===== config.mk =====
export PLATFORM = sky130hd
export DESIGN_NAME = pp_pipeline_accel_mul_share_arb_flat
export DESIGN_NICKNAME = d
export VERILOG_FILES = /design/src/rtl/pp_pipeline_accel_mul_share_arb_if.sv /design/src/rtl/pp_pipeline_accel_mul_share_arb.sv /design/src/flat_wrapper.sv
export SDC_FILE = /design/constraint.sdc
export NUM_CORES = 1
export LEC_CHECK = 0
export CORE_MARGIN = 2
export CORE_UTILIZATION = 24
export CTS_CLUSTER_SIZE = 24
export DETAILED_ROUTE_END_ITERATION = 10
export HOLD_SLACK_MARGIN = 0.06
export PLACE_DENSITY_LB_ADDON = 0.05
export SYNTH_ARGS = -nofsm -noshare
export SYNTH_HDL_FRONTEND = slang
export SYNTH_SLANG_ARGS = --single-unit

===== constraint.sdc =====
create_clock -name ap_clk -period 3.1 [get_ports ap_clk]
set_clock_uncertainty 0.15 [all_clocks]
set_input_delay 0.62 -clock ap_clk [delete_from_list [all_inputs] [get_ports ap_clk]]
set_output_delay 0.62 -clock ap_clk [all_outputs]
set_load 0.01 [all_outputs]

===== src/rtl/pp_pipeline_accel_mul_share_arb_if.sv =====
// Bundle of the requester, shared-multiplier and result signals of the multiplier-share arbiter.
// The slave modport is the arbiter's view; master is the surrounding pipeline or the testbench.
interface pp_pipeline_accel_mul_share_arb_if #(
  parameter int NUM_REQ  = 4,
  parameter int ID_WIDTH = 2,
  parameter int A_WIDTH  = 9,
  parameter int B_WIDTH  = 8,
  parameter int P_WIDTH  = 17
);
  logic [NUM_REQ-1:0]         req_valid;
  logic [NUM_REQ-1:0]         req_ready;
  logic [NUM_REQ*A_WIDTH-1:0] req_a;
  logic [NUM_REQ*B_WIDTH-1:0] req_b;

  logic [A_WIDTH-1:0]         mul_din0;
  logic [B_WIDTH-1:0]         mul_din1;
  logic [P_WIDTH-1:0]         mul_dout;

  logic                       res_valid;
  logic                       res_ready;
  logic [P_WIDTH-1:0]         res_data;
  logic [ID_WIDTH-1:0]        res_id;
  logic [15:0]                issue_count;

  modport slave (
    input  req_valid, req_a, req_b, mul_dout, res_ready,
    output req_ready, mul_din0, mul_din1, res_valid, res_data, res_id, issue_count
  );

  modport master (
    output req_valid, req_a, req_b, mul_dout, res_ready,
    input  req_ready, mul_din0, mul_din1, res_valid, res_data, res_id, issue_count
  );
endinterface


===== src/rtl/pp_pipeline_accel_mul_share_arb.sv =====
// Round-robin arbiter that time-shares one combinational signed multiplier among NUM_REQ
// requesters and registers each tagged product into a single-entry valid/ready output stage.
module pp_pipeline_accel_mul_share_arb #(
  parameter int NUM_REQ  = 4,
  parameter int ID_WIDTH = 2,
  parameter int A_WIDTH  = 9,
  parameter int B_WIDTH  = 8,
  parameter int P_WIDTH  = 17
) (
  input  logic                              ap_clk,
  input  logic                              ap_rst_n,
  pp_pipeline_accel_mul_share_arb_if.slave  bus
);

  typedef enum logic {
    EMPTY = 1'b0,
    FULL  = 1'b1
  } state_e;

  state_e              state_q, state_d;
  logic                load_en;
  logic                res_valid;

  logic                any_req;
  logic                grant_vld;
  logic [ID_WIDTH-1:0] grant_idx;

  logic [ID_WIDTH-1:0] ptr_q, ptr_d;
  logic [ID_WIDTH-1:0] res_id_q, res_id_d;
  logic [P_WIDTH-1:0]  res_data_q, res_data_d;
  logic [15:0]         cnt_q, cnt_d;

  // ---------------------------------------------------------------------------
  // Output-stage FSM: state register
  // ---------------------------------------------------------------------------
  always_ff @(posedge ap_clk) begin
    // NOTE: sequential state always uses non-blocking assignments so every
    // register samples the pre-edge values, independent of process order.
    if (!ap_rst_n) begin
      state_q <= EMPTY;
    end else begin
      state_q <= state_d;
    end
  end

  // Output-stage FSM: next-state logic
  always_comb begin
    // NOTE: every combinational output is given a default first, so no path
    // through the block leaves it unassigned and no latch is inferred.
    state_d = state_q;
    unique case (state_q)
      EMPTY:   state_d = grant_vld ? FULL : EMPTY;
      FULL:    if (bus.res_ready) state_d = grant_vld ? FULL : EMPTY;
      default: state_d = EMPTY;
    endcase
  end

  // Output-stage FSM: outputs
  always_comb begin
    res_valid = 1'b0;
    load_en   = 1'b0;
    unique case (state_q)
      EMPTY: begin
        res_valid = 1'b0;
        load_en   = 1'b1;
      end
      FULL: begin
        res_valid = 1'b1;
        load_en   = bus.res_ready;
      end
      default: begin
        res_valid = 1'b0;
        load_en   = 1'b0;
      end
    endcase
  end

  // ---------------------------------------------------------------------------
  // Round-robin search: the lowest requester above ptr wins; otherwise the
  // search wraps to the lowest valid requester overall.
  // ---------------------------------------------------------------------------
  always_comb begin
    logic                any_hi;
    logic [ID_WIDTH-1:0] idx_hi;
    logic [ID_WIDTH-1:0] idx_lo;
    any_hi  = 1'b0;
    idx_hi  = '0;
    idx_lo  = '0;
    any_req = 1'b0;
    for (int i = NUM_REQ - 1; i >= 0; i--) begin
      if (bus.req_valid[i]) begin
        any_req = 1'b1;
        idx_lo  = ID_WIDTH'(i);
        if (i > int'(ptr_q)) begin
          any_hi = 1'b1;
          idx_hi = ID_WIDTH'(i);
        end
      end
    end
    grant_idx = any_hi ? idx_hi : idx_lo;
  end

  // Reset forces the grant off so nothing is accepted while the block is held.
  assign grant_vld = load_en & any_req & ap_rst_n;

  // ---------------------------------------------------------------------------
  // One-hot accept and operand steering to the shared multiplier
  // ---------------------------------------------------------------------------
  always_comb begin
    bus.req_ready = '0;
    bus.mul_din0  = '0;
    bus.mul_din1  = '0;
    for (int i = 0; i < NUM_REQ; i++) begin
      if (grant_vld && (grant_idx == ID_WIDTH'(i))) begin
        bus.req_ready[i] = 1'b1;
        bus.mul_din0     = bus.req_a[i*A_WIDTH +: A_WIDTH];
        bus.mul_din1     = bus.req_b[i*B_WIDTH +: B_WIDTH];
      end
    end
  end

  // ---------------------------------------------------------------------------
  // Result, pointer and issue counter next-state
  // ---------------------------------------------------------------------------
  always_comb begin
    res_data_d = res_data_q;
    res_id_d   = res_id_q;
    ptr_d      = ptr_q;
    cnt_d      = cnt_q;
    if (grant_vld) begin
      res_data_d = bus.mul_dout;
      res_id_d   = grant_idx;
      ptr_d      = grant_idx;
      cnt_d      = cnt_q + 16'd1;
    end
  end

  // ptr resets to the last requester so requester 0 has first priority.
  always_ff @(posedge ap_clk) begin
    if (!ap_rst_n) begin
      ptr_q      <= ID_WIDTH'(NUM_REQ - 1);
      res_id_q   <= '0;
      res_data_q <= '0;
      cnt_q      <= '0;
    end else begin
      ptr_q      <= ptr_d;
      res_id_q   <= res_id_d;
      res_data_q <= res_data_d;
      cnt_q      <= cnt_d;
    end
  end

  assign bus.res_valid   = res_valid;
  assign bus.res_data    = res_data_q;
  assign bus.res_id      = res_id_q;
  assign bus.issue_count = cnt_q;

endmodule


===== src/flat_wrapper.sv =====
// flat-port wrapper written by rule: the top's interface ports become plain ports
module pp_pipeline_accel_mul_share_arb_flat 
#(
  parameter int NUM_REQ  = 4,
  parameter int ID_WIDTH = 2,
  parameter int A_WIDTH  = 9,
  parameter int B_WIDTH  = 8,
  parameter int P_WIDTH  = 17
)
  (ap_clk, ap_rst_n, bus_req_valid, bus_req_a, bus_req_b, bus_mul_dout, bus_res_ready, bus_req_ready, bus_mul_din0, bus_mul_din1, bus_res_valid, bus_res_data, bus_res_id, bus_issue_count);
  pp_pipeline_accel_mul_share_arb_if #(.NUM_REQ(NUM_REQ), .ID_WIDTH(ID_WIDTH), .A_WIDTH(A_WIDTH), .B_WIDTH(B_WIDTH), .P_WIDTH(P_WIDTH)) bus_i ();
  input  logic ap_clk;
  input  logic ap_rst_n;
  input wire logic [$bits(bus_i.req_valid)-1:0] bus_req_valid;
  input wire logic [$bits(bus_i.req_a)-1:0] bus_req_a;
  input wire logic [$bits(bus_i.req_b)-1:0] bus_req_b;
  input wire logic [$bits(bus_i.mul_dout)-1:0] bus_mul_dout;
  input wire logic [$bits(bus_i.res_ready)-1:0] bus_res_ready;
  output wire logic [$bits(bus_i.req_ready)-1:0] bus_req_ready;
  output wire logic [$bits(bus_i.mul_din0)-1:0] bus_mul_din0;
  output wire logic [$bits(bus_i.mul_din1)-1:0] bus_mul_din1;
  output wire logic [$bits(bus_i.res_valid)-1:0] bus_res_valid;
  output wire logic [$bits(bus_i.res_data)-1:0] bus_res_data;
  output wire logic [$bits(bus_i.res_id)-1:0] bus_res_id;
  output wire logic [$bits(bus_i.issue_count)-1:0] bus_issue_count;
  assign bus_i.req_valid = bus_req_valid;
  assign bus_i.req_a = bus_req_a;
  assign bus_i.req_b = bus_req_b;
  assign bus_i.mul_dout = bus_mul_dout;
  assign bus_i.res_ready = bus_res_ready;
  assign bus_req_ready = bus_i.req_ready;
  assign bus_mul_din0 = bus_i.mul_din0;
  assign bus_mul_din1 = bus_i.mul_din1;
  assign bus_res_valid = bus_i.res_valid;
  assign bus_res_data = bus_i.res_data;
  assign bus_res_id = bus_i.res_id;
  assign bus_issue_count = bus_i.issue_count;
  pp_pipeline_accel_mul_share_arb #(.NUM_REQ(NUM_REQ), .ID_WIDTH(ID_WIDTH), .A_WIDTH(A_WIDTH), .B_WIDTH(B_WIDTH), .P_WIDTH(P_WIDTH)) u_core (.ap_clk(ap_clk), .ap_rst_n(ap_rst_n), .bus(bus_i));
endmodule

==> results.txt <==
outcome: completed
pin count of the biggest net entering global routing: 40
clk sink count: 38
reg2reg start: u_core.bus.issue_count[0]
Setup crit end kind: output pin
Final Cycle Share: 96.12%
Slew Limit Fails: 0
Buffers on Ports: 148
CP Class: in -> out
post-route antenna net violation count: 0
worst-path fanout max: 5
clk root buf: clkbuf_8
post-DR vias/cell: 4.635
initial antenna violation count: 0
critical-path cell list: dlygate4sd2_1 > or4_4 > and3_4 > buf_4 > and3_1 > clkdlybuf4s15_2
reg2reg setup slack: 1260 ps
syn avg cell area: 8.313 µm²
Die H: 99.08 µm
DRT iter0 DRCs: 37
Reg clk slew, reported paths: 80 ps
Leak: 1.731 nW
CP startpoint kind: input pin
Warnings, synthesis: 0
clk_lat worst skew: 280 ps
Placer Congestion: 0.8348
Post-Syn Instances: 261
Post-Route WL: 7352 µm
Max clock buf depth: 2
Setup TNS Final: 0 ps
Yosys reg bits: 38
Residual DRC: 0
commonest non-fill, non-tap cell in the layout: clkdlybuf4s50_1
min-delay src: u_core.bus.res_data[1]
fin crit period: 2980 ps
ant diodes: 0
initial core utilization: 24.76%
Worst Hold End: u_core.bus.res_data[1]
Final Hold Viols: 0
critical path buffer and inverter count: 3
Critical R2R Capture: u_core.bus.issue_count[14]
Die Area: 0.009817 mm²
final setup fails: 0
Netlist cell types: 37
row count: 34
fin nets: 517
CP delay by family, top: simple AND/OR/NAND/NOR gates
CTS H-tree lvls: 2
Num CTS Buffers: 5
most frequent cells in the layout: clkdlybuf4s50_1, nand2_1, dfxtp_1
FMAX: 335.6 MHz
Seq/Total Area, Yosys: 35.06%
I/O pins: 149
Core ar.: 0.008763 mm²
GRT Total Usage: 14.46%
area grow syn2layout: 83.79%
Worst EP required: 2330 ps
share of cells above drive strength 1: 13.92%
CTS tree: built
main area contributors after synthesis: dfxtp_1, mux2i_1, nand2_1
hold crit path type: reg -> reg
Chip Width: 99.08 µm
Pre-Repair DR Iteration Count: 5
Net Count, Synth: 354
global-route wire length before repair: 11620 µm
Cell Pwr Density: 383.4 mW/mm²
worst hold stages: 2
Yosys top cell area share: 35.06%
cts hold-fix bufs: 0
CP max-delay cell: or4_4
RSZ-0062 raised after global routing: no
crit path DAT: 2210 ps
max incr delay on CP: 570 ps
DP HPWL: 5425 µm
Max Cap Viol: 0
worst ir drop on vdd: 0.1763 mV
Rel. slew slack: 74.31%
actual slew at the worst max-slew pin: 385.4 ps
WL/cell: 13.82 µm
DR vias: 2466
vias in the first global route: 2492
most area-hungry cell type in the Yosys netlist: dfxtp_1
final core utilization: 45.50%
cells on worst reg2reg path: 5
Post-Syn Area: 0.002170 mm²
gr ovfl total: 0
==> per-stage QoR <==
stage | instance area, µm² | cells | hold slack, ps | power [W] | setup WS [ps]
2_1_floorplan | 2170 | 261 | 324.5 | 0.0007955 | 440.3
3_3_place_gp | 3812 | 515 | 291.3 | 0.001093 | -426.8
3_5_place_dp | 3812 | 515 | 297.4 | 0.001092 | -453.0
4_1_cts | 3985 | 532 | 309.9 | 0.001558 | 0.3413
5_1_grt | 3988 | 532 | 323.2 | 0.001618 | 15.39
6_report | 3988 | 532 | 304.8 | 0.001529 | 120.1
==> report_power, final <==
group | internal [W] | switching (W)
combinational | 0.000331 | 0.000224
sequential | 0.000520 | 0.0000228
clock | 0.000258 | 0.000174
total | 0.00111 | 0.000420
==> worst register-to-register path, cell delays in order (launching register included) <==
cell     delay, ps
dfxtp_1        400
ha_1           210
nand3_1        290
nor4_1         430
xor2_1         100
and2_1         160
==> worst max-delay path by stage <==
stage                startpoint          endpoint  cells past startpoint
5_1_grt        bus_req_valid[1]   bus_mul_din1[2]                      9
6_report       bus_req_valid[2]  bus_req_ready[1]                      6
3_3_place_gp   bus_req_valid[1]   bus_mul_din0[0]                      6
3_5_place_dp   bus_req_valid[1]   bus_mul_din0[0]                      6
4_1_cts        bus_req_valid[0]   bus_mul_din0[8]                      9
2_1_floorplan  bus_req_valid[0]   bus_mul_din0[7]                      7
==> flip-flops by register name, indices dropped and copies added, names as in the netlist <==
register and cells:
u_core.bus.res_id 2, u_core.bus.issue_count 16, u_core.bus.res_data 17, u_core.ptr_q 2, u_core.state_q 1
==> layout make-up <==
| class | instances | area (µm²) |
|---|---|---|
| fillers | 886 | 4776 |
| repair buffers | 174 | 1658 |
| multi-input cells | 202 | 1310 |
| flip-flops and latches | 38 | 760.7 |
| well taps | 108 | 135.1 |
| clock buffers | 6 | 82.58 |
| clock inverters | 1 | 30.03 |
| inverters | 3 | 11.26 |
==> logic make-up (layout without fill, tap and decap cells) <==
| kind of cell | count (synthesis) | after routing | synth area share (%) |
|---|---|---|---|
| xor gates and xnor gates | 11 | 11 | 4.441 |
| AOI/OAI and AO/OA | 38 | 38 | 10.90 |
| DFF | 38 | 38 | 35.06 |
| buffers and inverters | 21 | 184 | 5.594 |
| muxes | 34 | 34 | 15.69 |
| and+or+nand+nor | 118 | 118 | 27.74 |
| adders and majority gates | 1 | 1 | 0.5766 |
==> cells in the mapped netlist, drive strengths merged <==
master,instances
inv,3
xor2,8
o22ai,19
nand4,3
nor2,9
nor4,2
ha,1
or4,1
clkbuf,6
nor2b,2
xnor2,3
a21boi,5
mux2i,34
nor3,6
o21ai,8
nand3,25
o21a,2
nor3b,1
nand2,45
o211ai,1
and4,1
or3,4
and2,13
a21o,1
and2b,1
and3,3
nand2b,2
a21oi,2
dfxtp,38
buf,12
==> metal layers <==
layer / share of wire (%) / vias up / global-route usage (%)
li1: - / 1238 / -
met5: 0 / - / 0
met2: 50 / 100 / 25.99
met4: 0.98 / 0 / 3.161
met1: 41 / 1123 / 16.80
met3: 8.1 / 5 / 4.468
==> repair_timing <==
| action | in CTS | in global routing |
|---|---|---|
| gates cloned | 2 | 0 |
| pin swaps | 3 | 1 |
| setup buffers | 8 | 0 |
| gates resized for setup | 83 | 1 |
| endpoints found under the setup margin | 21 | 20 |
No activity file was read; power rests on OpenSTA's default activity.
